--- src/rtl/pc_pkg.sv ---
// Shared types and control decode for the Hack PC with return-address stack.
package pc_pkg;

   localparam int unsigned PC_WIDTH = 16;
   localparam int unsigned PC_DEPTH = 8;

   typedef enum logic [2:0] {
      PC_HOLD    = 3'd0,
      PC_INC     = 3'd1,
      PC_LOAD    = 3'd2,
      PC_CALL    = 3'd3,
      PC_RET     = 3'd4,
      PC_CALLRET = 3'd5,
      PC_CLEAR   = 3'd6
   } pc_op_e;

   // clear > stall > {call,ret} > load > inc > hold
   function automatic pc_op_e decode_op(input logic clear, input logic stall,
                                        input logic call, input logic ret,
                                        input logic load, input logic inc);
      pc_op_e op;
      if (clear)              op = PC_CLEAR;
      else if (stall)         op = PC_HOLD;
      else if (call && ret)   op = PC_CALLRET;
      else if (call)          op = PC_CALL;
      else if (ret)           op = PC_RET;
      else if (load)          op = PC_LOAD;
      else if (inc)           op = PC_INC;
      else                    op = PC_HOLD;
      return op;
   endfunction

endpackage

--- src/rtl/pc_stack_if.sv ---
// Control/status bundle between instruction decode and the PC block.
interface pc_stack_if #(
   parameter int unsigned WIDTH = 16,
   parameter int unsigned DEPTH = 8
);
   localparam int unsigned DW = $clog2(DEPTH) + 1;

   logic             clear;
   logic             stall;
   logic [WIDTH-1:0] in;
   logic             load;
   logic             inc;
   logic             call;
   logic             ret;
   logic [WIDTH-1:0] out;
   logic [DW-1:0]    depth;
   logic             full;
   logic             empty;
   logic             err;

   modport master (
      output clear, stall, in, load, inc, call, ret,
      input  out, depth, full, empty, err
   );

   modport slave (
      input  clear, stall, in, load, inc, call, ret,
      output out, depth, full, empty, err
   );
endinterface

--- src/rtl/ret_stack.sv ---
// Return-address LIFO: push, pop and in-place replace of the top entry,
// with registered depth/full/empty and combinational fault indications.
module ret_stack #(
   parameter int unsigned WIDTH = 16,
   parameter int unsigned DEPTH = 8,
   localparam int unsigned AW = $clog2(DEPTH),
   localparam int unsigned DW = AW + 1
) (
   input  logic             clk,
   input  logic             reset_n,
   input  logic             clear,
   input  logic             push,
   input  logic             pop,
   input  logic [WIDTH-1:0] wdata,
   output logic [WIDTH-1:0] top_c,
   output logic [DW-1:0]    depth,
   output logic             full,
   output logic             empty,
   output logic             ovf_c,
   output logic             unf_c
);

   logic [WIDTH-1:0] mem_q [DEPTH];
   logic [DW-1:0]    depth_q, depth_d;
   logic             full_q, full_d;
   logic             empty_q, empty_d;
   logic             wr_en;
   logic [AW-1:0]    wr_idx;
   logic [AW-1:0]    top_idx;

   assign top_idx = AW'(depth_q - DW'(1));
   assign top_c   = mem_q[top_idx];

   always_comb begin
      depth_d = depth_q;
      wr_en   = 1'b0;
      wr_idx  = AW'(depth_q);
      ovf_c   = push && !pop && full_q;
      unf_c   = pop && empty_q;
      if (clear) begin
         depth_d = '0;
      end else if (push && pop) begin
         // replace top in place; an empty stack is an underflow
         if (!empty_q) begin
            wr_en  = 1'b1;
            wr_idx = top_idx;
         end
      end else if (push) begin
         if (!full_q) begin
            wr_en   = 1'b1;
            depth_d = depth_q + DW'(1);
         end
      end else if (pop) begin
         if (!empty_q) depth_d = depth_q - DW'(1);
      end
      full_d  = (depth_d == DW'(DEPTH));
      empty_d = (depth_d == '0);
   end

   always_ff @(posedge clk or negedge reset_n) begin
      if (!reset_n) begin
         depth_q <= '0;
         full_q  <= 1'b0;
         empty_q <= 1'b1;
      end else begin
         depth_q <= depth_d;
         full_q  <= full_d;
         empty_q <= empty_d;
      end
   end

   // contents are don't-care after reset, so no reset on the array
   always_ff @(posedge clk) begin
      if (wr_en) mem_q[wr_idx] <= wdata;
   end

   assign depth = depth_q;
   assign full  = full_q;
   assign empty = empty_q;

endmodule

--- src/rtl/pc_stack.sv ---
// Hack program counter with integrated return-address stack.
// Define PC_STACK_TRAP_EN to redirect stack overflow/underflow to TRAP_VECTOR.
module pc_stack
   import pc_pkg::*;
#(
   parameter int unsigned      WIDTH        = PC_WIDTH,
   parameter int unsigned      DEPTH        = PC_DEPTH,
   parameter logic [WIDTH-1:0] RESET_VECTOR = '0,
   parameter logic [WIDTH-1:0] TRAP_VECTOR  = '1
) (
   input  logic     clk,
   input  logic     reset_n,
   pc_stack_if.slave bus
);

   localparam int unsigned DW = $clog2(DEPTH) + 1;

   pc_op_e           op;
   logic [WIDTH-1:0] out_q, out_d;
   logic             err_q, err_d;
   logic [WIDTH-1:0] ret_addr;
   logic [WIDTH-1:0] top_c;
   logic             ovf_c, unf_c;
   logic             st_push, st_pop, st_clear;
   logic [DW-1:0]    st_depth;
   logic             st_full, st_empty;

   assign op       = decode_op(bus.clear, bus.stall, bus.call, bus.ret, bus.load, bus.inc);
   assign ret_addr = out_q + WIDTH'(1);
   assign st_clear = (op == PC_CLEAR);
   assign st_push  = (op == PC_CALL) || (op == PC_CALLRET);
   assign st_pop   = (op == PC_RET)  || (op == PC_CALLRET);

   ret_stack #(
      .WIDTH (WIDTH),
      .DEPTH (DEPTH)
   ) u_ret_stack (
      .clk     (clk),
      .reset_n (reset_n),
      .clear   (st_clear),
      .push    (st_push),
      .pop     (st_pop),
      .wdata   (ret_addr),
      .top_c   (top_c),
      .depth   (st_depth),
      .full    (st_full),
      .empty   (st_empty),
      .ovf_c   (ovf_c),
      .unf_c   (unf_c)
   );

   // next-PC select and sticky fault flag
   always_comb begin
      out_d = out_q;
      err_d = err_q | ovf_c | unf_c;
      unique case (op)
         PC_CLEAR: begin
            out_d = RESET_VECTOR;
            err_d = 1'b0;
         end
         PC_INC:  out_d = ret_addr;
         PC_LOAD: out_d = bus.in;
`ifdef PC_STACK_TRAP_EN
         PC_CALL:    out_d = ovf_c ? TRAP_VECTOR : bus.in;
         PC_RET:     out_d = unf_c ? TRAP_VECTOR : top_c;
         PC_CALLRET: out_d = unf_c ? TRAP_VECTOR : bus.in;
`else
         PC_CALL:    out_d = bus.in;
         PC_RET:     out_d = unf_c ? out_q : top_c;
         PC_CALLRET: out_d = unf_c ? out_q : bus.in;
`endif
         default: out_d = out_q;
      endcase
   end

   always_ff @(posedge clk or negedge reset_n) begin
      if (!reset_n) begin
         out_q <= RESET_VECTOR;
         err_q <= 1'b0;
      end else begin
         out_q <= out_d;
         err_q <= err_d;
      end
   end

   assign bus.out   = out_q;
   assign bus.err   = err_q;
   assign bus.depth = st_depth;
   assign bus.full  = st_full;
   assign bus.empty = st_empty;

endmodule

--- src/flat_wrapper.sv ---
// flat-port wrapper written by rule: the top's interface ports become plain ports
module pc_stack_flat import pc_pkg::*;
#(
   parameter int unsigned      WIDTH        = PC_WIDTH,
   parameter int unsigned      DEPTH        = PC_DEPTH,
   parameter logic [WIDTH-1:0] RESET_VECTOR = '0,
   parameter logic [WIDTH-1:0] TRAP_VECTOR  = '1
)
  (clk, reset_n, bus_clear, bus_stall, bus_in, bus_load, bus_inc, bus_call, bus_ret, bus_out, bus_depth, bus_full, bus_empty, bus_err);
  pc_stack_if #(.WIDTH(WIDTH), .DEPTH(DEPTH)) bus_i ();
  input  logic clk;
  input  logic reset_n;
  input wire logic [$bits(bus_i.clear)-1:0] bus_clear;
  input wire logic [$bits(bus_i.stall)-1:0] bus_stall;
  input wire logic [$bits(bus_i.in)-1:0] bus_in;
  input wire logic [$bits(bus_i.load)-1:0] bus_load;
  input wire logic [$bits(bus_i.inc)-1:0] bus_inc;
  input wire logic [$bits(bus_i.call)-1:0] bus_call;
  input wire logic [$bits(bus_i.ret)-1:0] bus_ret;
  output wire logic [$bits(bus_i.out)-1:0] bus_out;
  output wire logic [$bits(bus_i.depth)-1:0] bus_depth;
  output wire logic [$bits(bus_i.full)-1:0] bus_full;
  output wire logic [$bits(bus_i.empty)-1:0] bus_empty;
  output wire logic [$bits(bus_i.err)-1:0] bus_err;
  assign bus_i.clear = bus_clear;
  assign bus_i.stall = bus_stall;
  assign bus_i.in = bus_in;
  assign bus_i.load = bus_load;
  assign bus_i.inc = bus_inc;
  assign bus_i.call = bus_call;
  assign bus_i.ret = bus_ret;
  assign bus_out = bus_i.out;
  assign bus_depth = bus_i.depth;
  assign bus_full = bus_i.full;
  assign bus_empty = bus_i.empty;
  assign bus_err = bus_i.err;
  pc_stack #(.WIDTH(WIDTH), .DEPTH(DEPTH), .RESET_VECTOR(RESET_VECTOR), .TRAP_VECTOR(TRAP_VECTOR)) u_core (.clk(clk), .reset_n(reset_n), .bus(bus_i));
endmodule
--- config.mk ---
export PLATFORM = sky130hd
export DESIGN_NAME = pc_stack_flat
export DESIGN_NICKNAME = d
export VERILOG_FILES = /design/src/rtl/pc_pkg.sv /design/src/rtl/pc_stack_if.sv /design/src/rtl/ret_stack.sv /design/src/rtl/pc_stack.sv /design/src/flat_wrapper.sv
export SDC_FILE = /design/constraint.sdc
export NUM_CORES = 1
export LEC_CHECK = 0
export CORE_MARGIN = 2
export CORE_UTILIZATION = 63
export CTS_CLUSTER_DIAMETER = 120
export DETAILED_ROUTE_END_ITERATION = 12
export GPL_TIMING_DRIVEN = 0
export PLACE_DENSITY = 0.95
export SLEW_MARGIN = 20
export SYNTH_ARGS = -nofsm -noshare
export SYNTH_HDL_FRONTEND = slang
export SYNTH_SLANG_ARGS = --single-unit
--- constraint.sdc ---
create_clock -name clk -period 7.2 [get_ports clk]
set_clock_uncertainty 0.2 [all_clocks]
set_input_delay 1.08 -clock clk [delete_from_list [all_inputs] [get_ports clk]]
set_output_delay 1.08 -clock clk [all_outputs]
set_load 0.03 [all_outputs]
==> metrics.yaml <==
core_um2: 10200
insertion_delay_ns: 0.54
post-route-util: 0.769
most-common-layout-cells: "edfxtp_1, clkdlybuf4s50_1, mux4_2, nor2_1, nand2_1"
grt_start_max_net_pins: 24
cp_common_cell: "buf_4"
cp_slowest_cell: "and2_1"
cts_tree: "yes"
cts_buffer_depth: 2
mostFrequentLayoutCell: "edfxtp_1"
grt_pass1_wl_mm: 25.7
max_slew.worst_pin.slew_ns: 1.04
io_buffer_count: 46
start_kind: "register"
diodes: 0
critical_path.cell_chain: "buf_4 -> inv_2 -> ha_1 -> buf_4 -> clkbuf_1 -> buf_4 -> nand2_1 -> a22oi_1 -> and2_1"
power.density_nw_per_um2: 264
final_layout_size_suffix_gt1_frac: 0.213
hpwl_mm: 10.6
clockRootBuffer: "clkbuf_8"
num_rows: 37
cap_violations: 0
synth-async-reset-ratio: 0.152
nets: 494
finalHoldViolCount: 0
grt_pass1_vias: 4371
vias_per_cell: 7.09
fin_crit_sh: 0.590
route.vias.total: 4367
ir_drop_mv: 0.170
layout_min_cycle_time_ns: 4.25
area.sequential_um2: 4420
rsz0062_at_grt: "false"
synth.avg_cell_area_um2: 16.5
synth.yosys.warnings: 0
cts_setup_buffers: 0
antenna_found_initial: 0
final_max_slew_viol_count: 0
crit_required_ns: 7.16
dpl_cell_area_um2: 7240
worst_path_largest_cell_delay_ns: 0.87
synth_seq_cells: 151
clock-sinks: 151
first_pass_iters: 6
die_area_um2: 11200
fillers: 505
yosysUniqueCellTypes: 55
relSlewSlack: 0.308
power_mw: 2.07
io_pins: 47
ys.flop_type: "edfxtp_1"
critical_path_class: "reg -> reg"
dieWidth_um: 106
drt-total-wl_mm: 16.9
cp-end-kind: "register"
stdcell_area_um2: 7830
tns_ns: 0
htreeDepth: 4
drtIter0Drc: 557
cts_hold_buf: 0
synth_cells: 396
stdcell_count: 616
crit_family: "buffers and inverters"
post_cts_resized: 0
synth.cell_area_um2: 6520
start_util: 0.640
synth_nets: 423
clk_pin_slew_ns: 0.07
cts_made_buffers: 17
reg2reg_slack_ns: 2.95
finalWeightedCongestion: 0.934
timing.critical_path.buf_inv: 5
grt.overflow.total: 0
drc: 0
critPathMaxFanout: 16
ys_seq_area_frac: 0.678
synth_edf_count: 128
fmax_mhz: 236
min_path_type: "in -> async"
setup_viol: 0
post_drt_wl_per_cell_um: 27.4
p_leak_nw: 2.73
syn_to_final_growth_pct: 20.1
die_h_um: 106
multi_input_area_um2: 1980
status: "finished clean"
ant_nets: 0
post-place-cells: 584
grt_usage: 0.319
cp.arrival_ns: 4.20
-- power breakdown --
part           internal [mW]  switching, mW  total [mW]
logic                 0.0802          0.108       0.188
registers              0.966         0.0126       0.978
clock network          0.509          0.391       0.900
total                   1.55          0.512        2.07
-- registers in the layout (all words and copies together) (netlist names) --
signal / flops
u_core.u_ret_stack.mem_q: 128
u_core.u_ret_stack.empty: 1
u_core.u_ret_stack.full: 1
u_core.bus.err: 1
u_core.u_ret_stack.depth: 4
u_core.bus.out: 16
-- synth_stat cells, types with 3 or more instances --
cell type	number	area share
mux2_2	4	0.0069
edfxtp_1	128	0.59
a221oi_1	5	0.0067
buf_2	7	0.0054
o221ai_1	3	0.0040
nand3_1	10	0.0077
buf_4	5	0.0058
nor2b_1	4	0.0038
nand2_1	23	0.013
mux4_2	32	0.11
nor2_1	29	0.017
a21oi_1	9	0.0069
xnor2_1	12	0.016
ha_1	3	0.0058
mux2i_1	9	0.014
o21ai_1	8	0.0061
o21ai_0	5	0.0038
nor3_1	3	0.0023
a221o_1	3	0.0046
and2_1	3	0.0029
dfrtp_1	22	0.084
xor2_1	7	0.0094
a22oi_1	7	0.0081
clkbuf_1	5	0.0029
a22o_1	8	0.011
inv_1	7	0.0040
-- layer usage --
layer | vias up | part of all wire | track usage
li1 | 1729 | - | -
met1 | 2176 | 0.35 | 0.417
met2 | 388 | 0.49 | 0.493
met3 | 74 | 0.12 | 0.0878
met4 | 0 | 0.042 | 0.176
met5 | - | 0 | 0
-- cell type report --
cell class	instances	area share
flip-flops and latches	151	0.564
multi-input cells	219	0.253
repair buffers	52	0.0682
clock buffers	17	0.0529
clock inverters	15	0.0228
well taps	136	0.0217
plain buffers	18	0.0131
inverters	8	0.00383
-- stage by stage --
stage | hold slack [ns] | setup WS, ns
final | 0.326 | 2.95
after CTS | 0.317 | 2.96
after floorplan | 0.461 | 3.74
after global placement | 0.316 | 2.70
after detailed placement | 0.299 | 3.02
after global routing | 0.340 | 2.77
-- worst reg2reg max path, cell delays in order, from the launching register on --
cell	delay [ns]
dfrtp_1	0.56
buf_4	0.34
inv_2	0.12
ha_1	0.29
buf_4	0.19
clkbuf_1	0.58
buf_4	0.33
nand2_1	0.11
a22oi_1	0.27
and2_1	0.87
-- final timing paths --
path                                        startpoint                               to  depth (start not counted)
hold / removal                                 reset_n      u_core.u_ret_stack.depth[1]                          1
max in group asynchronous                      reset_n               u_core.bus.out[10]                          1
min in group clk                        u_core.bus.err                   u_core.bus.err                          2
setup reg to reg           u_core.u_ret_stack.depth[0]  u_core.u_ret_stack.mem_q[0][12]                          9
setup / recovery           u_core.u_ret_stack.depth[0]  u_core.u_ret_stack.mem_q[0][12]                          9
hold reg to reg                         u_core.bus.err                   u_core.bus.err                          2
-- logic make-up (layout without fill, tap and decap cells) --
group	after synthesis	count (layout)	synth area share
muxes	45	45	0.131
xor gates and xnor gates	19	19	0.0255
and+or+nand+nor	91	91	0.0716
AOI/OAI and AO/OA	61	61	0.0676
buffers and inverters	26	110	0.0203
adders and majority gates	3	3	0.00576
DFF	151	151	0.678
No activity file was read; power rests on OpenSTA's default activity.
